$ cat src/rtl/ctrl_pkg.sv
// Shared types and encodings for the multicycle control FSM: state enum,
// packed control-flag bundle, datapath select encodings and the RV64 subset
// opcode / funct3 values the decoder dispatches on.
package ctrl_pkg;

  // Exception cause codes and the PC-source value that selects the trap vector.
  localparam logic       CAUSE_OPCODE   = 1'b0;
  localparam logic       CAUSE_OVERFLOW = 1'b1;
  localparam logic [1:0] EXC_VECTOR_SEL = 2'b10;

  // Major opcodes of the supported RV64 subset.
  localparam logic [6:0] OPC_LOAD     = 7'b0000011;
  localparam logic [6:0] OPC_STORE    = 7'b0100011;
  localparam logic [6:0] OPC_OP_IMM   = 7'b0010011;
  localparam logic [6:0] OPC_OP_IMM32 = 7'b0011011;
  localparam logic [6:0] OPC_OP       = 7'b0110011;
  localparam logic [6:0] OPC_OP32     = 7'b0111011;
  localparam logic [6:0] OPC_LUI      = 7'b0110111;
  localparam logic [6:0] OPC_AUIPC    = 7'b0010111;
  localparam logic [6:0] OPC_BRANCH   = 7'b1100011;
  localparam logic [6:0] OPC_JAL      = 7'b1101111;
  localparam logic [6:0] OPC_JALR     = 7'b1100111;
  localparam logic [6:0] OPC_SYSTEM   = 7'b1110011;

  // Branch funct3 values that the compare flags can resolve.
  localparam logic [2:0] F3_BEQ = 3'b000;
  localparam logic [2:0] F3_BNE = 3'b001;
  localparam logic [2:0] F3_BLT = 3'b100;
  localparam logic [2:0] F3_BGE = 3'b101;

  typedef enum logic [1:0] {ALU_SUM, ALU_SUB, ALU_FUNCT, ALU_PASS_B} alu_op_t;
  typedef enum logic [1:0] {M2R_ALU_OUT, M2R_MDR, M2R_PC} m2r_t;
  typedef enum logic [1:0] {PCS_ALU = 2'b00, PCS_ALU_OUT = 2'b01, PCS_VECTOR = EXC_VECTOR_SEL} pc_src_t;
  typedef enum logic {A_PC, A_REG} src_a_t;
  typedef enum logic [1:0] {B_REG, B_FOUR, B_IMM} src_b_t;
  typedef enum logic [1:0] {SPL_D, SPL_W, SPL_H, SPL_B} splice_t;

  typedef struct packed {
    logic    pc_write;
    logic    pc_write_cond;
    logic    imem_read;
    logic    ir_write;
    logic    dmem_read;
    logic    dmem_write;
    m2r_t    mem_to_reg;
    pc_src_t pc_source;
    alu_op_t alu_op;
    src_a_t  alu_src_a;
    src_b_t  alu_src_b;
    logic    reg_write;
    splice_t store_splice;
    splice_t load_splice;
    logic    epc_write;
    logic    int_cause;
    logic    cause_write;
  } ctrl_flags_t;

  typedef enum logic [4:0] {
    S_START, S_FETCH, S_FETCH_WAIT, S_DECODE, S_MEM_ADDR,
    S_LOAD_ISSUE, S_LOAD_WAIT, S_WRITE_BACK, S_STORE_ISSUE, S_STORE_WAIT,
    S_EXEC_R, S_EXEC_I, S_EXEC_U, S_ARITH_COMPL, S_BRANCH,
    S_JUMP_LINK, S_JAL_COMPL, S_JALR_COMPL, S_EXCEPT, S_EXCEPT_WAIT, S_HALT
  } ctrl_state_t;

  // LD / LW / LH / LBU are the only loads the splice unit handles.
  function automatic logic load_f3_ok(input logic [2:0] f3);
    return (f3 == 3'b011) || (f3 == 3'b010) || (f3 == 3'b001) || (f3 == 3'b100);
  endfunction

  // SD / SW / SH / SB.
  function automatic logic store_f3_ok(input logic [2:0] f3);
    return (f3 == 3'b011) || (f3 == 3'b010) || (f3 == 3'b001) || (f3 == 3'b000);
  endfunction

  function automatic logic branch_f3_ok(input logic [2:0] f3);
    return (f3 == F3_BEQ) || (f3 == F3_BNE) || (f3 == F3_BLT) || (f3 == F3_BGE);
  endfunction

  // Byte/half select; only validated funct3 values reach the splice fields.
  function automatic splice_t splice_of(input logic [2:0] f3);
    case (f3)
      3'b011:  return SPL_D;
      3'b010:  return SPL_W;
      3'b001:  return SPL_H;
      default: return SPL_B;
    endcase
  endfunction

endpackage

$ cat src/rtl/ctrl_wait_counter.sv
// Wait-state down-counter shared by FETCH_WAIT, LOAD_WAIT and STORE_WAIT.
// Loaded with N-1 by the issuing state, then decrements to zero and holds.
module ctrl_wait_counter #(
  parameter int WAIT_W = 4
) (
  input  logic              clk,
  input  logic              reset,
  input  logic              i_load,
  input  logic [WAIT_W-1:0] i_load_val,
  output logic              o_zero
);

  logic [WAIT_W-1:0] r_cnt;

  // Load on issue, otherwise count down and saturate at zero.
  always_ff @(posedge clk) begin
    // NOTE: sequential state uses non-blocking assignments so every register samples pre-edge values.
    if (reset)              r_cnt <= '0;
    else if (i_load)        r_cnt <= i_load_val;
    else if (r_cnt != '0)   r_cnt <= r_cnt - 1'b1;
  end

  assign o_zero = (r_cnt == '0);

endmodule

$ cat src/rtl/control_fsm_param.sv
// Multicycle control FSM for the RV64 subset datapath. Counts memory wait
// states against imem_ready/dmem_ready, routes illegal encodings through a
// restartable exception path and parks in a sticky HALT on EBREAK.
// Optional: define CTRL_OVERFLOW_EXCEPT_EN to trap signed overflow of
// ADD/SUB/ADDI in ARITH_COMPL (cause 1) instead of writing the result.
module control_fsm_param
  import ctrl_pkg::*;
#(
  parameter int IMEM_WAIT = 1,
  parameter int DMEM_WAIT = 1,
  parameter int WAIT_W    = 4
) (
  input  logic        clk,
  input  logic        reset,
  input  logic [31:0] instruction,
  input  logic        alu_equal,
  input  logic        alu_greater,
  input  logic        alu_less,
  input  logic        alu_overflow,
  input  logic        imem_ready,
  input  logic        dmem_ready,
  output ctrl_flags_t ctrl,
  output logic        pc_write,
  output ctrl_state_t state_o,
  output logic        halted
);

  localparam logic [WAIT_W-1:0] IMEM_LOAD = WAIT_W'((IMEM_WAIT > 0) ? IMEM_WAIT - 1 : 0);
  localparam logic [WAIT_W-1:0] DMEM_LOAD = WAIT_W'((DMEM_WAIT > 0) ? DMEM_WAIT - 1 : 0);

  ctrl_state_t       r_state;
  logic              r_halted;
  logic              r_cause;
  logic [6:0]        w_opcode;
  logic [2:0]        w_funct3;
  logic              w_cnt_load;
  logic [WAIT_W-1:0] w_cnt_val;
  logic              w_cnt_zero;
  logic              w_fetch_done;
  logic              w_load_done;
  logic              w_store_done;
  logic              w_ovf_trap;
  logic              w_branch_cond;
  logic              w_unused;

  assign w_opcode = instruction[6:0];
  assign w_funct3 = instruction[14:12];

  // Issue states arm the shared counter; with N=0 the ready is taken in the issue state.
  assign w_cnt_load = (r_state == S_FETCH) || (r_state == S_LOAD_ISSUE) || (r_state == S_STORE_ISSUE);
  assign w_cnt_val  = (r_state == S_FETCH) ? IMEM_LOAD : DMEM_LOAD;

  assign w_fetch_done = imem_ready && ((IMEM_WAIT == 0) ? (r_state == S_FETCH)
                                                        : (r_state == S_FETCH_WAIT && w_cnt_zero));
  assign w_load_done  = dmem_ready && ((DMEM_WAIT == 0) ? (r_state == S_LOAD_ISSUE)
                                                        : (r_state == S_LOAD_WAIT && w_cnt_zero));
  assign w_store_done = dmem_ready && ((DMEM_WAIT == 0) ? (r_state == S_STORE_ISSUE)
                                                        : (r_state == S_STORE_WAIT && w_cnt_zero));

`ifdef CTRL_OVERFLOW_EXCEPT_EN
  logic w_is_add_sub;
  assign w_is_add_sub = ((w_opcode == OPC_OP) || (w_opcode == OPC_OP_IMM)) && (w_funct3 == 3'b000);
  assign w_ovf_trap   = (r_state == S_ARITH_COMPL) && alu_overflow && w_is_add_sub;
  assign w_unused     = ^{instruction[19:15], instruction[11:7]};
`else
  assign w_ovf_trap   = 1'b0;
  assign w_unused     = ^{instruction[19:15], instruction[11:7], alu_overflow};
`endif

  ctrl_wait_counter #(.WAIT_W(WAIT_W)) u_wait (
    .clk       (clk),
    .reset     (reset),
    .i_load    (w_cnt_load),
    .i_load_val(w_cnt_val),
    .o_zero    (w_cnt_zero)
  );

  // State register, sticky halt flag and latched exception cause.
  always_ff @(posedge clk) begin
    if (reset) begin
      r_state  <= S_START;
      r_halted <= 1'b0;
      r_cause  <= CAUSE_OPCODE;
    end else begin
      case (r_state)
        S_START:       r_state <= S_FETCH;
        S_FETCH:       if (IMEM_WAIT != 0) r_state <= S_FETCH_WAIT;
                       else if (w_fetch_done) r_state <= S_DECODE;
        S_FETCH_WAIT:  if (w_fetch_done) r_state <= S_DECODE;
        S_DECODE: begin
          // Every trap leaving DECODE is an encoding fault.
          r_cause <= CAUSE_OPCODE;
          case (w_opcode)
            OPC_LOAD:               r_state <= load_f3_ok(w_funct3)   ? S_MEM_ADDR : S_EXCEPT;
            OPC_STORE:              r_state <= store_f3_ok(w_funct3)  ? S_MEM_ADDR : S_EXCEPT;
            OPC_OP_IMM, OPC_OP_IMM32: r_state <= S_EXEC_I;
            OPC_OP, OPC_OP32:       r_state <= S_EXEC_R;
            OPC_LUI, OPC_AUIPC:     r_state <= S_EXEC_U;
            OPC_BRANCH:             r_state <= branch_f3_ok(w_funct3) ? S_BRANCH : S_EXCEPT;
            OPC_JAL, OPC_JALR:      r_state <= S_JUMP_LINK;
            OPC_SYSTEM: begin
              if (instruction[31:20] == 12'd1) begin
                r_state  <= S_HALT;
                r_halted <= 1'b1;
              end else begin
                r_state <= S_EXCEPT;
              end
            end
            default:                r_state <= S_EXCEPT;
          endcase
        end
        S_MEM_ADDR:    r_state <= (w_opcode == OPC_LOAD) ? S_LOAD_ISSUE : S_STORE_ISSUE;
        S_LOAD_ISSUE:  if (DMEM_WAIT != 0) r_state <= S_LOAD_WAIT;
                       else if (w_load_done) r_state <= S_WRITE_BACK;
        S_LOAD_WAIT:   if (w_load_done) r_state <= S_WRITE_BACK;
        S_WRITE_BACK:  r_state <= S_FETCH;
        S_STORE_ISSUE: if (DMEM_WAIT != 0) r_state <= S_STORE_WAIT;
                       else if (w_store_done) r_state <= S_FETCH;
        S_STORE_WAIT:  if (w_store_done) r_state <= S_FETCH;
        S_EXEC_R, S_EXEC_I, S_EXEC_U: r_state <= S_ARITH_COMPL;
        S_ARITH_COMPL: begin
          if (w_ovf_trap) begin
            r_state <= S_EXCEPT;
            r_cause <= CAUSE_OVERFLOW;
          end else begin
            r_state <= S_FETCH;
          end
        end
        S_BRANCH:      r_state <= S_FETCH;
        S_JUMP_LINK:   r_state <= (w_opcode == OPC_JAL) ? S_JAL_COMPL : S_JALR_COMPL;
        S_JAL_COMPL, S_JALR_COMPL: r_state <= S_FETCH;
        S_EXCEPT:      r_state <= S_EXCEPT_WAIT;
        S_EXCEPT_WAIT: r_state <= S_FETCH;
        S_HALT:        r_state <= S_HALT;
        default:       r_state <= S_START;
      endcase
    end
  end

  // Control flags decoded from the current state and IR.
  always_comb begin
    // NOTE: every output gets a default first, so no path through the case can infer a latch.
    ctrl        = '0;
    ctrl.alu_op = ALU_SUM;
    case (r_state)
      S_FETCH, S_FETCH_WAIT: begin
        ctrl.imem_read = 1'b1;
        ctrl.alu_src_a = A_PC;
        ctrl.alu_src_b = B_FOUR;
        ctrl.pc_source = PCS_ALU;
        ctrl.ir_write  = w_fetch_done;
        ctrl.pc_write  = w_fetch_done;
      end
      S_DECODE: begin
        ctrl.alu_src_a = A_PC;
        ctrl.alu_src_b = B_IMM;
      end
      S_MEM_ADDR: begin
        ctrl.alu_src_a = A_REG;
        ctrl.alu_src_b = B_IMM;
      end
      S_LOAD_ISSUE, S_LOAD_WAIT: begin
        ctrl.dmem_read   = 1'b1;
        ctrl.load_splice = splice_of(w_funct3);
      end
      S_WRITE_BACK: begin
        ctrl.reg_write   = 1'b1;
        ctrl.mem_to_reg  = M2R_MDR;
        ctrl.load_splice = splice_of(w_funct3);
      end
      S_STORE_ISSUE, S_STORE_WAIT: begin
        ctrl.dmem_write   = 1'b1;
        ctrl.store_splice = splice_of(w_funct3);
      end
      S_EXEC_R, S_EXEC_I, S_EXEC_U, S_ARITH_COMPL: begin
        // ALU operands stay set through ARITH_COMPL so alu_overflow describes this op.
        if (w_opcode == OPC_OP || w_opcode == OPC_OP32) begin
          ctrl.alu_src_a = A_REG;
          ctrl.alu_src_b = B_REG;
          ctrl.alu_op    = ALU_FUNCT;
        end else if (w_opcode == OPC_LUI) begin
          ctrl.alu_src_b = B_IMM;
          ctrl.alu_op    = ALU_PASS_B;
        end else if (w_opcode == OPC_AUIPC) begin
          ctrl.alu_src_a = A_PC;
          ctrl.alu_src_b = B_IMM;
        end else begin
          ctrl.alu_src_a = A_REG;
          ctrl.alu_src_b = B_IMM;
          ctrl.alu_op    = ALU_FUNCT;
        end
        if (r_state == S_ARITH_COMPL) begin
          ctrl.reg_write  = !w_ovf_trap;
          ctrl.mem_to_reg = M2R_ALU_OUT;
        end
      end
      S_BRANCH: begin
        ctrl.pc_write_cond = 1'b1;
        ctrl.alu_op        = ALU_SUB;
        ctrl.alu_src_a     = A_REG;
        ctrl.alu_src_b     = B_REG;
        ctrl.pc_source     = PCS_ALU_OUT;
      end
      S_JUMP_LINK: begin
        ctrl.alu_src_a = (w_opcode == OPC_JAL) ? A_PC : A_REG;
        ctrl.alu_src_b = B_IMM;
      end
      S_JAL_COMPL: begin
        ctrl.pc_write   = 1'b1;
        ctrl.pc_source  = PCS_ALU_OUT;
        ctrl.reg_write  = 1'b1;
        ctrl.mem_to_reg = M2R_PC;
      end
      S_JALR_COMPL: begin
        ctrl.pc_write   = 1'b1;
        ctrl.pc_source  = PCS_ALU;
        ctrl.alu_src_a  = A_REG;
        ctrl.alu_src_b  = B_IMM;
        ctrl.reg_write  = 1'b1;
        ctrl.mem_to_reg = M2R_PC;
      end
      S_EXCEPT: begin
        ctrl.epc_write   = 1'b1;
        ctrl.cause_write = 1'b1;
        ctrl.int_cause   = r_cause;
      end
      S_EXCEPT_WAIT: begin
        ctrl.pc_write  = 1'b1;
        ctrl.pc_source = PCS_VECTOR;
      end
      default: ;
    endcase
  end

  // Branch outcome from the ALU compare flags for the four supported funct3 values.
  always_comb begin
    w_branch_cond = 1'b0;
    case (w_funct3)
      F3_BEQ:  w_branch_cond = alu_equal;
      F3_BNE:  w_branch_cond = !alu_equal;
      F3_BLT:  w_branch_cond = alu_less;
      F3_BGE:  w_branch_cond = alu_greater;
      default: w_branch_cond = 1'b0;
    endcase
  end

  assign pc_write = ctrl.pc_write | (ctrl.pc_write_cond & w_branch_cond);
  assign state_o  = r_state;
  assign halted   = r_halted;

endmodule

$ cat config.mk
export PLATFORM = sky130hd
export DESIGN_NAME = control_fsm_param
export DESIGN_NICKNAME = d
export VERILOG_FILES = /design/src/rtl/ctrl_pkg.sv /design/src/rtl/ctrl_wait_counter.sv /design/src/rtl/control_fsm_param.sv
export SDC_FILE = /design/constraint.sdc
export NUM_CORES = 1
export LEC_CHECK = 0
export CAP_MARGIN = 0
export CORE_UTILIZATION = 50
export CTS_CLUSTER_SIZE = 20
export DETAILED_ROUTE_END_ITERATION = 10
export DONT_BUFFER_PORTS = 1
export PLACE_DENSITY_LB_ADDON = 0.05
export SLEW_MARGIN = 0
export SYNTH_ARGS = -nofsm -noshare
export SYNTH_HDL_FRONTEND = slang
export SYNTH_HIERARCHICAL = 1
export SYNTH_SLANG_ARGS = --single-unit
export TNS_END_PERCENT = 50
$ cat constraint.sdc
create_clock -name clk -period 2.3 [get_ports clk]
set_clock_uncertainty 0.15 [all_clocks]
set_input_delay 0.345 -clock clk [delete_from_list [all_inputs] [get_ports clk]]
set_output_delay 0.345 -clock clk [all_outputs]
set_load 0.01 [all_outputs]
==> metrics.md, run 1 <==
| Metric | Value |
|---|---|
| Final Critical Period | roughly 2200 ps |
| Layout cells sized above 1 | around 21% |
| Tcrit/Tclk final | between 90% and 100% |
| Initial DRC count | 55 |
| Worst skew pair latency | between 200 and 300 ps |
| Vias per cell | roughly 6.5 |
| WL/cell | between 15 and 20 um |
| Worst EP arrival | approximately 1700 ps |
| Residual DRC count | 0 |
| Dpl hpwl | ~3100 um |
| CTS tree | yes |
| WL final | around 4200 um |
| Sequential share of the synthesized area | around 14% |
| Clock-pin slew on the worst setup and hold paths | ~70 ps |
| Setup TNS | 0 ps |
| First-pass GRT wire length | just under 6000 um |
| Number of global-route vias before repair | between 1000 and 1500 |
| Unrepaired setup endpoints after global routing | yes |
| Post-Layout Cell Count | 256 |
| Warnings from Yosys | 6 |
| Die area | around 3000 sq um |
| Crit Path Max Fanout | 3 |
| Starting Density | 54.5% |
| Pwr dens | 916 nW/um^2 |
| Syn Inst Count | 212 |
| Critical path type | flip-flop to output port |
| Cells after DPL | 250 |
| Area Growth Syn to Fin | 14.1% |
| Via Count | roughly 1700 |
| Antenna Violating Nets Remaining | 0 |
| Dominant synthesized flop cell | dfxtp_1 |
| GRT Total Usage | a little over a quarter |
| Row count | 18 |
| Hold Worst Slack | between 40 and 50 ps |
| Slew Viols, Final | 0 |
| Final core utilization | between 60% and 70% |
| Worst Hold Class | input pin to flip-flop |
| Die Height | 54.9 um |
| Maximum vdd drop | 809 uV |
| Average size of a mapped cell | roughly 6.6 sq um |
| Port bufs | 0 |
| Layout Nets | roughly 270 |
| Final Hold Fails | 0 |
| Post-synth cell types | just under 60 |
| CTS sink cnt | 10 |
| Cell leakage power | a little under 0.6 nW |
| Longest Clk Path Bufs | 2 |
| Post-synth EDFFs | 0 |
| Max Freq | 448 MHz |
| First-pass DRT Iterations | 4 |
| Setup Fix Bufs, Post-CTS | 0 |
| Num CTS Buffers | 3 |
| Core box area | 2570 sq um |
| Largest net degree at the start of global routing | 16 |
| Crit path launch type | flip-flop |
| Total grt overflow | 0 |
| Die width | between 50 and 60 um |
| Htree depth | 1 |
| Diodes inserted | 0 |
| Initial antenna violation count | 0 |
| Root buf cell | clkbuf_4 |
| Maximum capacitance violations | 0 |
| Gpl congestion | about 0.84 |
| Max_slew headroom | 60.5% |
| Least-Margin Pin Slew | slightly below 600 ps |
| Required time of the critical path | around 1800 ps |
| Synth async-reset ratio | 0% |
| Finish-stage setup viols | 0 |
| Post-layout power | approximately 0.0015 W |
| Ports | 70 |
| #FFs+latches synth | 10 |
| Critical path endpoint category | output port |
| Outcome | finished, final reports clean |
| Mapped cell area | ~1400 sq um |
[cells by family after synthesis]
group | after synthesis | synth area share [%]
fa+ha+maj | 2 | 1.61
buf+inv | 23 | 7.78
xor+xnor | 4 | 2.50
mux | 1 | 0.805
other cells | 1 | 0.268
flops | 10 | 14.3
simple gates | 112 | 44.1
compound gates | 59 | 28.6
[sequential cells by signal, indices dropped and copies added (netlist names)]
register	cells
u_wait/r_cnt	4
halted	1
state_o	5
[path summary, 6_finish.rpt]
check                                             startpoint                           end  slack (ps)  cells after the start
worst min register to register           halted$_SDFFE_PP0P_           halted$_SDFFE_PP0P_         440                      2
worst min-delay path                                   reset       state_o[2]$_SDFFE_PP0P_          40                      1
worst max register to register       state_o[3]$_SDFFE_PP0P_  u_wait/r_cnt[3]$_SDFFE_PP0P_         310                      6
worst max-delay path            u_wait/r_cnt[0]$_SDFFE_PP0P_                      pc_write          70                      8
[critical path, cell delays in order, from the launching register on]
cell and delay, ps:
dfxtp_1 340, inv_1 80, ha_2 190, nor3b_4 150
nand2_2 90, nor3_1 50, a21oi_1 180, nor3_2 70
or2_2 330
[synth_stat cells (2+ instances only)]
| library cell | count | area share (%) |
|---|---|---|
| nand4b_1 | 3 | 1.9 |
| nor2_1 | 27 | 7.2 |
| nor4_1 | 3 | 1.3 |
| o32ai_1 | 3 | 1.9 |
| or3b_1 | 2 | 1.3 |
| o21ai_0 | 7 | 2.5 |
| a21oi_1 | 10 | 3.6 |
| dfxtp_1 | 10 | 14 |
| buf_4 | 4 | 2.1 |
| nand2_1 | 22 | 5.9 |
| nand2b_1 | 8 | 3.6 |
| clkbuf_1 | 2 | 0.54 |
| nor2b_1 | 8 | 3.6 |
| a211oi_1 | 2 | 1.1 |
| o22ai_1 | 7 | 3.1 |
| inv_1 | 6 | 1.6 |
| a31oi_1 | 9 | 4.0 |
| xnor2_1 | 4 | 2.5 |
| or3_1 | 2 | 0.89 |
| buf_2 | 6 | 2.1 |
| nand3_1 | 2 | 0.72 |
| or2_2 | 5 | 2.2 |
| nor3_1 | 15 | 5.4 |
| o211ai_1 | 4 | 2.1 |
| o22a_1 | 2 | 1.3 |
| buf_1 | 4 | 1.1 |
| o21ai_1 | 2 | 0.72 |
| a311oi_1 | 2 | 1.3 |
[routing by layer]
layer	routed length [um]	vias to the layer above	part of all wire, %	GRT usage [%]
met4	23	0	0.55	2.92
met5	0	-	0	0
li1	-	809	-	-
met3	413	2	9.9	5.19
met2	2000	101	48	46.2
met1	1740	757	42	37.2
[report_power, final]
part / total, W / internal [W] / leakage, nW / switching (W)
registers: 0.000305 / 0.000225 / 0.0833 / 0.0000800
logic: 0.00100 / 0.000446 / 0.478 / 0.000555
clock network: 0.000156 / 0.0000960 / 0.0210 / 0.0000604
[stage by stage]
step / instance area [sq um] / worst slack, ps
2_1_floorplan: 1410 / 191
3_3_place_gp: 1520 / 308
3_5_place_dp: 1520 / 249
4_1_cts: 1570 / 3.53
5_1_grt: 1600 / -9.85
6_report: 1600 / 69.1
[layout by cell type (no fill, tap or decap), types with 5 or more instances in the layout]
cell | Yosys | layout
nand2_1 | 22 | 21
nor2b_1 | 8 | 7
conb_1 | 1 | 5
dfxtp_1 | 10 | 7
nand2b_1 | 8 | 8
a21oi_1 | 10 | 10
or2_2 | 5 | 5
o22ai_1 | 7 | 7
nor2_1 | 27 | 27
inv_1 | 6 | 6
a31oi_1 | 9 | 9
buf_4 | 4 | 20
o21ai_0 | 7 | 7
nor3_1 | 15 | 13
[final cells by class]
class,instances,area (sq um)
clock buffer,4,36.3
sequential,10,204
timing repair buffer,22,170
fill,244,971
multi-input combinational,183,1120
inverter,7,26.3
tap,30,37.5
[what timing repair did]
item	4_1_cts	5_1_grt
setup endpoints to repair	1	7
resized for setup	2	6
hold endpoints to repair	4	1
hold buffers	1	1
gates cloned	0	0
No activity file was read; power rests on OpenSTA's default activity.
==> run 2: changes to the inputs <==
--- a/config.mk
+++ b/config.mk
@@ -10,7 +10,6 @@
 export CTS_CLUSTER_SIZE = 20
 export DETAILED_ROUTE_END_ITERATION = 10
 export DONT_BUFFER_PORTS = 1
-export PLACE_DENSITY_LB_ADDON = 0.05
 export SLEW_MARGIN = 0
 export SYNTH_ARGS = -nofsm -noshare
 export SYNTH_HDL_FRONTEND = slang
==> metrics.md, run 2 (same netlist as run 1, synthesis figures left out) <==
| Metric | Value |
|---|---|
| Outcome | finished, final reports clean |
| Gpl congestion | 0.920 |
| Die width | about 55 um |
| Worst reg-to-reg setup slack | 430 ps |
| Root buf cell | clkbuf_4 |
| GRT Total Usage | between 20% and 30% |
| Antenna Violating Nets Remaining | 0 |
| CTS sink cnt | 10 |
| Max Freq | 451 MHz |
| Finish-stage setup viols | 0 |
| Slew Viols, Final | 0 |
| Worst Hold Class | input pin to flip-flop |
| Worst skew pair latency | 280 ps |
| Initial antenna violation count | 0 |
| Layout cells sized above 1 | between 20% and 30% |
| Htree depth | 1 |
| Row count | 18 |
| CTS tree | yes |
| Port bufs | 0 |
| Longest Clk Path Bufs | 2 |
| Final Hold Fails | 0 |
| Unrepaired setup endpoints after global routing | no |
| Area Growth Syn to Fin | 14.7% |
| Dpl cell area | between 1500 and 2000 sq um |
| Worst R2R End | state_o[0]$_SDFFE_PP0P_ |
| Most common cell after layout, fill and taps aside | nor2_1 |
| Worst setup margin | 82.9 ps |
| Vias per cell | ~6.5 |
| Setup Fix Bufs, Post-CTS | 0 |
| Core box area | around 2600 sq um |
| Crit Path Max Fanout | 17 |
| First-pass DRT Iterations | 4 |
| Final Critical Period | between 2000 and 2500 ps |
| Max reg flops | 5 |
| Hold depth | 1 |
| Clock-pin slew on the worst setup and hold paths | around 70 ps |
| Crit path launch type | flip-flop |
| Layout Nets | 267 |
| Pre-CTS WS | roughly 180 ps |
| Worst r2r src | u_wait/r_cnt[1]$_SDFFE_PP0P_ |
| Post-route cell area | 1600 sq um |
| Final core utilization | between 60% and 70% |
| Via Count | ~1700 |
| Number of global-route vias before repair | approximately 1400 |
| Total grt overflow | 0 |
| Critical path type | flip-flop to output port |
| Die Height | between 50 and 60 um |
| Critical path endpoint category | output port |
| Diodes inserted | 0 |
| Starting Density | between 50% and 60% |
| Residual DRC count | 0 |
| WL/cell | approximately 16 um |
| HP Start | reset |
| Cells on worst reg2reg path | 8 |
| Required time of the critical path | about 1800 ps |
| Maximum vdd drop | 846 uV |
| Most frequent cells in the layout | 27 x nor2_1, 21 x nand2_1, 20 x buf_4, 12 x nor3_1, 10 x a21oi_1 |
| Cell leakage power | 0.573 nW |
| Num CTS Buffers | 3 |
| Largest net degree at the start of global routing | 21 |
| First-pass GRT wire length | 6130 um |
| Dpl hpwl | around 3100 um |
| Die area | roughly 3000 sq um |
| Pwr dens | between 900 and 1000 nW/um^2 |
| WHS Endpoint | state_o[2]$_SDFFE_PP0P_ |
| Initial DRC count | 63 |
| Maximum capacitance violations | 0 |
| Ports | 70 |
| Worst EP arrival | approximately 1700 ps |
| WL final | 4140 um |
| Tcrit/Tclk final | just under 100% |
[run 2: cell count changes in the layout (fill, tap and decap cells not counted), moves of 2 or more]
cell,delta
inv_1,-2
dfxtp_2,+2
inv_2,+2
dfxtp_1,-2
[run 2: worst max path at each step]
stage / startpoint / depth (start not counted) / to / slack (ps)
after global routing: state_o[1]$_SDFFE_PP0P_ / 5 / ctrl[9] / 9
after floorplan: u_wait/r_cnt[0]$_SDFFE_PP0P_ / 8 / pc_write / 190
final: state_o[1]$_SDFFE_PP0P_ / 5 / ctrl[9] / 80
after detailed placement: state_o[2]$_SDFFE_PP0P_ / 5 / ctrl[10] / 180
after global placement: state_o[2]$_SDFFE_PP0P_ / 5 / ctrl[10] / 260
after CTS: u_wait/r_cnt[0]$_SDFFE_PP0P_ / 8 / pc_write / -10
[run 2: layout make-up]
cell class,instances,area [sq um]
Clock buffer,4,36.3
Fill cell,259,963
Inverter,7,26.3
Multi-Input combinational cell,183,1140
Sequential cell,10,206
Tap cell,30,37.5
Timing Repair Buffer,21,160
[run 2: what timing repair did]
| item | CTS | global route |
|---|---|---|
| pin swaps | 0 | 4 |
| setup endpoints to repair | 3 | 4 |
| resized for setup | 2 | 12 |
| hold buffers | 1 | 0 |
| endpoints found under the hold margin | 5 | 0 |
[run 2: stage by stage]
step,total power [W],std cells,setup TNS (ps),hold slack (ps)
4_1_cts,0.00144,255,-13.2,12.9
2_1_floorplan,0.00102,216,0,264
6_report,0.00149,255,0,17.3
3_5_place_dp,0.00126,250,0,271
3_3_place_gp,0.00124,250,0,269
5_1_grt,0.00160,255,0,16.8
[run 2: critical path, stage by stage (launching register included)]
cell      delay [ps]
dfxtp_2          390
buf_4            220
nor3b_1          260
a211oi_1          90
a311o_1          330
o21ai_1          160
[run 2: power breakdown]
group / total, W / internal [W] / switching, W
Combinational: 0.00102 / 0.000462 / 0.000556
Sequential: 0.000306 / 0.000228 / 0.0000776
Clock: 0.000165 / 0.0000964 / 0.0000683
Total: 0.00149 / 0.000787 / 0.000702
[run 2: layer usage]
metal,up-vias,GRT usage [%],share of wire (%)
met5,-,0,0
met4,0,7.08,1.2
met3,8,5.74,7.0
met2,68,50.4,49
met1,778,34.8,43
li1,804,-,-
==> run 3: changes to the inputs <==
--- a/config.mk
+++ b/config.mk
@@ -5,7 +5,9 @@
 export SDC_FILE = /design/constraint.sdc
 export NUM_CORES = 1
 export LEC_CHECK = 0
+export ABC_CLOCK_PERIOD_IN_PS = 2300
 export CAP_MARGIN = 0
+export CORE_MARGIN = 3
 export CORE_UTILIZATION = 50
 export CTS_CLUSTER_SIZE = 20
 export DETAILED_ROUTE_END_ITERATION = 10
==> constraint.sdc (replaced) <==
create_clock -name clk -period 2.3 [get_ports clk]
set_clock_uncertainty 0.15 [all_clocks]
set_input_delay 0.23 -clock clk [delete_from_list [all_inputs] [get_ports clk]]
set_output_delay 0.23 -clock clk [all_outputs]
set_load 0.01 [all_outputs]
==> metrics.md, run 3 (same netlist as run 1, synthesis figures left out) <==
| Metric | Value |
|---|---|
| Critical path endpoint category | output port |
| Port bufs | 0 |
| Area taken by flip-flops and latches | ~200 sq um |
| Final Critical Period | around 2200 ps |
| WL final | 4040 um |
| Initial DRC count | between 80 and 90 |
| Worst EP arrival | 1820 ps |
| Total grt overflow | 0 |
| Dpl hpwl | about 3100 um |
| Pre-CTS WS | roughly 280 ps |
| GRT Total Usage | 23.7% |
| CTS tree | yes |
| Ports | 70 |
| Area Growth Syn to Fin | 11.5% |
| Setup TNS | 0 ps |
| Antenna Violating Nets Remaining | 0 |
| Layout Nets | 264 |
| Layout cells sized above 1 | around a fifth |
| Vias per cell | 6.44 |
| First-pass DRT Iterations | 4 |
| Diodes inserted | 0 |
| Footprint of the multi-input gates | 1120 sq um |
| Outcome | finished, final reports clean |
| First-pass GRT wire length | 6560 um |
| Gpl congestion | approximately 0.88 |
| Clock-pin slew on the worst setup and hold paths | roughly 60 ps |
| Initial antenna violation count | 0 |
| Max reg flops | 5 |
| Most common cell after layout, fill and taps aside | nor2_1 |
| Crit path launch type | flip-flop |
| Pwr dens | between 900 and 1000 nW/um^2 |
| Num CTS Buffers | 3 |
| Die width | approximately 59 um |
| Root buf cell | clkbuf_4 |
| Unrepaired setup endpoints after global routing | no |
| Tcrit/Tclk final | around 96% |
| Row count | 18 |
| Critical path type | flip-flop to output port |
| Crit Path Max Fanout | 3 |
| CTS sink cnt | 10 |
| Maximum vdd drop | 882 uV |
| Setup Fix Bufs, Post-CTS | 0 |
| WL/cell | between 15 and 20 um |
| Least-Margin Pin Slew | ~640 ps |
| Max Freq | between 400 and 500 MHz |
| Filler cells | 252 |
| Die area | 3470 sq um |
| Dpl cell area | 1500 sq um |
| Number of global-route vias before repair | 1486 |
| Starting Density | 54.5% |
| Maximum capacitance violations | 0 |
| Final Hold Fails | 0 |
| Max_slew headroom | ~57% |
| Cell leakage power | ~0.57 nW |
| Finish-stage setup viols | 0 |
| Worst skew pair latency | between 200 and 300 ps |
| Worst Hold Class | input pin to flip-flop |
| Largest net degree at the start of global routing | 17 |
| Post-route cell area | ~1600 sq um |
| Longest Clk Path Bufs | 2 |
| Htree depth | 1 |
| Core box area | 2570 sq um |
| Residual DRC count | 0 |
| Required time of the critical path | around 1900 ps |
| Most frequent cells in the layout | 27 x nor2_1, 21 x nand2_1, 17 x buf_4, 14 x nor3_1, 10 x a21oi_1 |
| Worst setup margin | approximately 96 ps |
| Die Height | 58.9 um |
| Via Count | approximately 1600 |
| Slew Viols, Final | 0 |
## run 3: final cells by class
type,instances,share of cell area [%]
Inverter,7,1.68
Timing Repair Buffer,18,8.82
Sequential cell,10,13.0
Tap cell,30,2.41
Multi-Input combinational cell,183,71.8
Clock buffer,4,2.33
## run 3: worst paths after layout
path / startpoint / end / slack [ps] / cells after the start
setup / recovery: u_wait/r_cnt[0]$_SDFFE_PP0P_ / pc_write / 100 / 8
hold reg to reg: halted$_SDFFE_PP0P_ / halted$_SDFFE_PP0P_ / 400 / 2
hold / removal: reset / u_wait/r_cnt[0]$_SDFFE_PP0P_ / 30 / 2
setup reg to reg: u_wait/r_cnt[0]$_SDFFE_PP0P_ / state_o[0]$_SDFFE_PP0P_ / 310 / 8
## run 3: metrics by stage
step | total power, W | std cells | hold WS [ps] | util (%)
CTS | 0.00142 | 252 | 15.6 | 60.1
global route | 0.00156 | 252 | 15.3 | 60.8
finish | 0.00143 | 252 | 29.4 | 60.8
detailed placement | 0.00124 | 247 | 157 | 58.3
global placement | 0.00123 | 247 | 155 | 58.3
floorplan | 0.00102 | 216 | 149 | -
## run 3: worst max-delay path: stages, from the launching register on
cell,delay [ps]
dfxtp_1,350
inv_1,80
ha_1,230
nor3b_4,160
nand2_2,70
nor3_1,40
a21oi_1,220
nor3_2,70
or2_2,330
## run 3: power breakdown
group          internal (W)  total (W)  switching [W]
Sequential         0.000225   0.000330       0.000105
Combinational      0.000433   0.000943       0.000510
Clock             0.0000962   0.000160      0.0000638
Total              0.000754    0.00143       0.000679
## run 3: what timing repair did
item	4_1_cts	5_1_grt
endpoints found under the setup margin	2	4
hold buffers	1	0
endpoints found under the hold margin	7	0
pin swaps	0	0
resized for setup	1	5
## run 3: routing by layer
metal | part of all wire [%] | global-route usage (%) | wire, um
met4 | 0.72 | 4.85 | 29
met5 | 0 | 0 | 0
met2 | 47 | 39.7 | 1890
met3 | 11 | 5.04 | 438
met1 | 41 | 31.3 | 1680
